## src/rtl/serial_adder.sv

```systemverilog
// Bit-serial adder: one full-adder cell reused for WIDTH cycles, LSB first,
// with a start/done handshake and registered sum/carry/overflow.
//
// state | meaning
// ------+-------------------------------------------------------------
// IDLE  | waiting for start; result registers hold the last result
// RUN   | one operand bit processed per edge until bit WIDTH-1 is done
module serial_adder #(
  parameter int WIDTH = 8,
  parameter int CNT_W = $clog2(WIDTH + 1)
) (
  input  logic             clk,
  input  logic             rst,
  input  logic             start,
  input  logic [WIDTH-1:0] a,
  input  logic [WIDTH-1:0] b,
  input  logic             ci,
  output logic             busy,
  output logic             done,
  output logic [WIDTH-1:0] sum,
  output logic             carry,
  output logic             overflow
);

  typedef enum logic {IDLE = 1'b0, RUN = 1'b1} state_t;

  localparam logic [CNT_W-1:0] LAST_BIT = CNT_W'(WIDTH - 1);

  state_t           state;
  logic [WIDTH-1:0] a_sh;
  logic [WIDTH-1:0] b_sh;
  logic [WIDTH-1:0] psum;
  logic [CNT_W-1:0] cnt;
  logic             c;

  logic             s_bit;
  logic             c_nxt;
  logic [WIDTH-1:0] psum_nxt;

  always_comb begin
    s_bit    = a_sh[0] ^ b_sh[0] ^ c;
    c_nxt    = (a_sh[0] & b_sh[0]) | (c & (a_sh[0] ^ b_sh[0]));
    // new bit enters from the MSB end so the LSB lands at bit 0 after WIDTH shifts
    psum_nxt = psum >> 1;
    psum_nxt[WIDTH-1] = s_bit;
  end

  always_ff @(posedge clk) begin
    if (rst) begin
      state    <= IDLE;
      a_sh     <= '0;
      b_sh     <= '0;
      psum     <= '0;
      cnt      <= '0;
      c        <= 1'b0;
      busy     <= 1'b0;
      done     <= 1'b0;
      sum      <= '0;
      carry    <= 1'b0;
      overflow <= 1'b0;
    end else begin
      done <= 1'b0;
      case (state)
        IDLE: begin
          if (start) begin
            a_sh  <= a;
            b_sh  <= b;
            c     <= ci;
            cnt   <= '0;
            busy  <= 1'b1;
            state <= RUN;
          end
        end
        RUN: begin
          a_sh <= a_sh >> 1;
          b_sh <= b_sh >> 1;
          c    <= c_nxt;
          psum <= psum_nxt;
          cnt  <= cnt + 1'b1;
          if (cnt == LAST_BIT) begin
            // c is still the carry into the MSB on this edge
            sum      <= psum_nxt;
            carry    <= c_nxt;
            overflow <= c ^ c_nxt;
            done     <= 1'b1;
            busy     <= 1'b0;
            state    <= IDLE;
          end
        end
        default: state <= IDLE;
      endcase
    end
  end

endmodule

```

## config.mk

```make
export PLATFORM = sky130hd
export DESIGN_NAME = serial_adder
export DESIGN_NICKNAME = d
export VERILOG_FILES = /design/src/rtl/serial_adder.sv
export SDC_FILE = /design/constraint.sdc
export NUM_CORES = 1
export LEC_CHECK = 0
export CAP_MARGIN = 20
export CORE_UTILIZATION = 50
export CTS_BUF_LIST = sky130_fd_sc_hd__clkbuf_16
export DETAILED_ROUTE_END_ITERATION = 8
export GPL_ROUTABILITY_DRIVEN = 0
export PLACE_DENSITY = 0.75
export REMOVE_ABC_BUFFERS = 1
export SLEW_MARGIN = 10
export SYNTH_ARGS = -nofsm -noshare
export SYNTH_HDL_FRONTEND = slang
export SYNTH_SLANG_ARGS = --single-unit
```

## constraint.sdc

```tcl
create_clock -name clk -period 1.45 [get_ports clk]
set_input_delay 0.145 -clock clk [delete_from_list [all_inputs] [get_ports clk]]
set_output_delay 0.145 -clock clk [all_outputs]
set_load 0.01 [all_outputs]
```

-- Word-level counts from Yosys, hierarchy flattened
Cells that the tools add are included.
- register bits after elaboration: 42
- word-level logic and storage cells: 40
- input bits: 20
- reductions and logical operators: 3
- bitwise gates (word level): 7
- equality and inequality tests: 3
- $add $sub $neg: 1
- multiplexer cells: 15
- operators by type and width (cell ; number):
    8-bit case mux with 2 select lines ; 2
    8-bit two-way mux ; 2
    4-bit case mux with 2 select lines ; 1
    1-bit two-way mux ; 6
    1-bit case mux with 2 select lines ; 3
    4-bit by 1-bit adder with 4-bit output (second input constant) ; 1
    4-bit by 3-bit equality test with 1-bit output (second input constant) ; 1
    4-bit two-way mux ; 1
    2-bit AND reduction ; 2
    1-bit XOR ; 3
    1-bit bitwise AND ; 2
    2-bit by 1-bit inequality test with 1-bit output (second input constant) ; 1
    2-bit inequality test (second input constant) ; 1
    2-bit OR reduction ; 1
    1-bit inverter ; 1
    1-bit bitwise OR ; 1

-- Logic depth before layout (Yosys ltp)
- depth after elaboration: 4
- depth in mapped cells: 5

-- Worst setup path before layout
No wires, ideal clock.
- kind: reg2reg
- start point: reg c
- end point: reg overflow
- cell stages (with the launch flop): 4
- setup time: 0.117 ns
- period minus slack after synthesis: 1.229 ns
- data arrival time: 1.112 ns
- setup slack: 0.221 ns
- buffers on the path: 0
- data required time: 1.333 ns
- path through: dfxtp_1 -> fa_1 -> xor2_1 -> a22o_1
- word-level cells in the longest chain between the ends: 3
- RTL lines (element ; RTL line ; source):
    start: declaration ; 34 ; logic c;
    start signal: assignment ; 68 ; c <= ci;
    start signal: assignment ; 77 ; c <= c_nxt;
    1-bit bitwise AND ; 42 ; c_nxt = (a_sh[0] & b_sh[0]) | (c & (a_sh[0] ^ b_sh[0]));
    1-bit bitwise OR ; 42 ;
    net c_nxt ; 37 ; logic c_nxt;
    1-bit XOR ; 84 ; overflow <= c ^ c_nxt;
    end signal: assignment ; 84 ;
    end: declaration ; 22 ; output logic overflow
The timed path passes the listed nets, and every way through them passes these cells.
A chain may end at the register's enable or synchronous reset.

-- Worst setup path in the final report
- start point: reg cnt[0]
- end point: reg carry
- word-level cells in the longest chain between the ends: 2
- RTL lines (element ; RTL line ; source):
    start: declaration ; 33 ; logic [CNT_W-1:0] cnt;
    start signal: assignment ; 79 ; cnt <= cnt + 1'b1;
    4-bit by 3-bit equality test with 1-bit output ; 80 ; if (cnt == LAST_BIT) begin
    2-bit AND reduction (no line) ; - ;
    end signal: assignment ; 83 ; carry <= c_nxt;
    end: declaration ; 21 ; output logic carry,
Every way passes these cells.

==> results.toml <==
[synth]
synth_seq_area_share_pct = 49.5
async_reset_ff_share_pct = 0
syn_inst = 151
synth_top_area_share_pct = 49.5
ys_seq_elements = 41
synth_edf_count = 0
yosysTopAreaCell = "dfxtp_1"
synth_warnings = 0
synthTopCellsByArea = "dfxtp_1, mux2i_1, mux2_1"
synth-main-ff-cell = "dfxtp_1"
syn_area_per_cell_um2 = 11.0
synth_area_um2 = 1660
synth.distinct_cells = 22

[timing]
whs_ps = 468
finalHoldViolCount = 0
period_needed_ps = 1320
period_share_pct = 91.2
finalSetupViolations = 0
tightest_slew_ps = 476
fmax_mhz = 756
fin_worst_skew_ps = 5.27
max_slew_margin_pct = 68.3
rsz0062_at_grt = "no"
final_max_slew_viol_count = 0

[clock_tree]
cts-buffers-inserted = 5
cts.clk_slew.worst_paths_ps = 50
post-cts-setup-buffers = 0
cts_sinks = 41
clock-root-buffer = "clkbuf_16"
cts_buffer_depth = 2
clk_latency_ps = 280
tritoncts = "built"
cts_htree_levels = 2

[floorplan]
start_util_pct = 53.5
die_w_um = 59.6
die_area_um2 = 3550
die_h_um = 59.6
rows = 20
io_pins = 32
core-area_um2 = 3100

[setup_path]
arrival_ps = 1550
crit_type = "reg2reg"
r2r_slack_ps = 130
crit_path_end_kind = "flip-flop"
cp-start-kind = "flip-flop"
r2r_start = "cnt[0]$_SDFFE_PP0P_"
reg2reg_depth = 4
reg2reg_to = "carry$_SDFFE_PP0P_"
required_ps = 1680
crit_fanout = 11

[global_route]
antenna_found_initial = 0
grt_overflow = 0
grt_pass1_vias = 1177
track_usage_pct = 19.0
grt_start_max_net_pins = 35
grt_pass1_wl_um = 4930

[detailed_routing]
totalWireLength_um = 2940
drc = 0
dr_total_vias = 1199
wire_per_inst_um = 12.9
first_iter_violations = 39
antenna_left = 0
vias_per_cell = 5.28
drtPass1Iterations = 4

[run]
drv_cap = 0

[placement]
place_hpwl_um = 1980
portBuffers = 31
placed_cells = 220

[pwr]
power_density_nw_per_um2 = 1150
power_leakage_nw = 0.883
ir_worst_vdd_uv = 620

[layout]
nets = 205
num_antenna_cells = 0
syn2layout_area_growth_pct = 29.0
instances_no_fill = 227
layout-drive-gt1-share_pct = 9.29

[run_status]
status = "completed"

[worst_hold_path]
worstHoldPathCells = 1
whs_endpoint = "busy$_SDFFE_PP0P_"
min_path_type = "reg2reg"
hp-start = "busy$_SDFFE_PP0P_"
## Yosys cell counts, types with 2 or more instances
library cell  instances
mux2i_1              24
mux2_2                5
mux2_1               10
buf_2                 7
xor2_1                2
dfxtp_1              41
a22o_1               10
inv_1                 2
o21a_1                3
nor2_1               27
nor3_1                2
a21oi_1               4
nor3b_1               3
buf_4                 3
## routing by layer
metal,global-route usage [%],vias up,wire (um)
met2,34.2,34,1430
met3,4.59,7,131
li1,-,584,-
met1,20.0,574,1290
met5,0,-,0
met4,11.3,0,85
## metrics by stage
step | setup slack (ps) | utilization, % | TNS (ps) | power, mW | cell area (um^2)
2_1_floorplan | -587 | - | -10710 | 1.35 | 1590
6_report | 127 | 69.0 | 0 | 2.46 | 2140
4_1_cts | 133 | 69.0 | 0 | 2.48 | 2140
5_1_grt | 6.73 | 69.0 | 0 | 2.55 | 2140
3_5_place_dp | -43.1 | 64.6 | -409 | 1.47 | 2010
3_3_place_gp | 7.37 | 64.6 | 0 | 1.46 | 2010
## critical path, cell delays in order (launching register included)
cell      delay (ps)
dfxtp_1          360
ha_1             190
nand4b_1         150
nor2_2           380
a22o_1           190
## worst max-delay path by stage
stage | endpoint | slack [ps] | start | cells after the start
floorplan | carry$_SDFFE_PP0P_ | -590 | state$_SDFF_PP0_ | 3
global placement | b_sh[4]$_SDFFE_PP0P_ | 7 | start | 5
detailed placement | b_sh[6]$_SDFFE_PP0P_ | -40 | start | 5
CTS | sum[3] | 130 | sum[3]$_SDFFE_PP0P_ | 1
global route | sum[1]$_SDFFE_PP0P_ | 7 | cnt[0]$_SDFFE_PP0P_ | 4
finish | carry$_SDFFE_PP0P_ | 130 | cnt[0]$_SDFFE_PP0P_ | 4
## where the power goes
| group | switching, mW | internal, mW | total, mW |
|---|---|---|---|
| registers | 0.0239 | 1.17 | 1.19 |
| clock network | 0.400 | 0.614 | 1.01 |
| logic | 0.108 | 0.143 | 0.251 |
| total | 0.532 | 1.93 | 2.46 |
## timing repair
item	CTS	global route
gates resized for setup	1	0
endpoints found under the hold margin	0	0
hold buffers	0	0
endpoints found under the setup margin	10	0
## logic make-up (layout without fill, tap and decap cells)
family                   count (synthesis)  in the layout  share of synthesized area [%]
buffers and inverters                   13             45                           4.60
adder cells (fa/ha/maj)                  2              2                           1.96
XOR/XNOR                                 2              2                           1.06
AO/OA/AOI/OAI                           18             18                           8.30
flip-flops                              41             41                           49.5
multiplexers                            39             39                           24.7
AND/OR/NAND/NOR                         36             36                           9.95
## layout make-up
class,count,area (um^2)
clock buffer,5,125
clock inverter,2,7.51
fill,260,962
inverter,2,7.51
multi-input combinational,97,764
sequential,41,821
tap,44,55.1
timing repair buffer,36,360
## cells in the final DEF (no fill, tap or decap), drive strengths merged, types with 2 or more instances in the layout
| cell type | count |
|---|---|
| a22o | 10 |
| buf | 5 |
| nor2 | 27 |
| mux2 | 15 |
| mux2i | 24 |
| a21oi | 4 |
| inv | 3 |
| clkbuf | 5 |
| clkdlybuf4s50 | 31 |
| xor2 | 2 |
| o21a | 3 |
| nor3b | 3 |
| dfxtp | 41 |
| nor3 | 2 |
## state kept, by name (all words and copies together), names as in the netlist
signal	flops
b_sh	8
a_sh	8
psum	7
sum	8
overflow	1
cnt	4
done	1
c	1
carry	1
busy	1
state	1
Note: power is estimated with default switching activity, not from simulation.
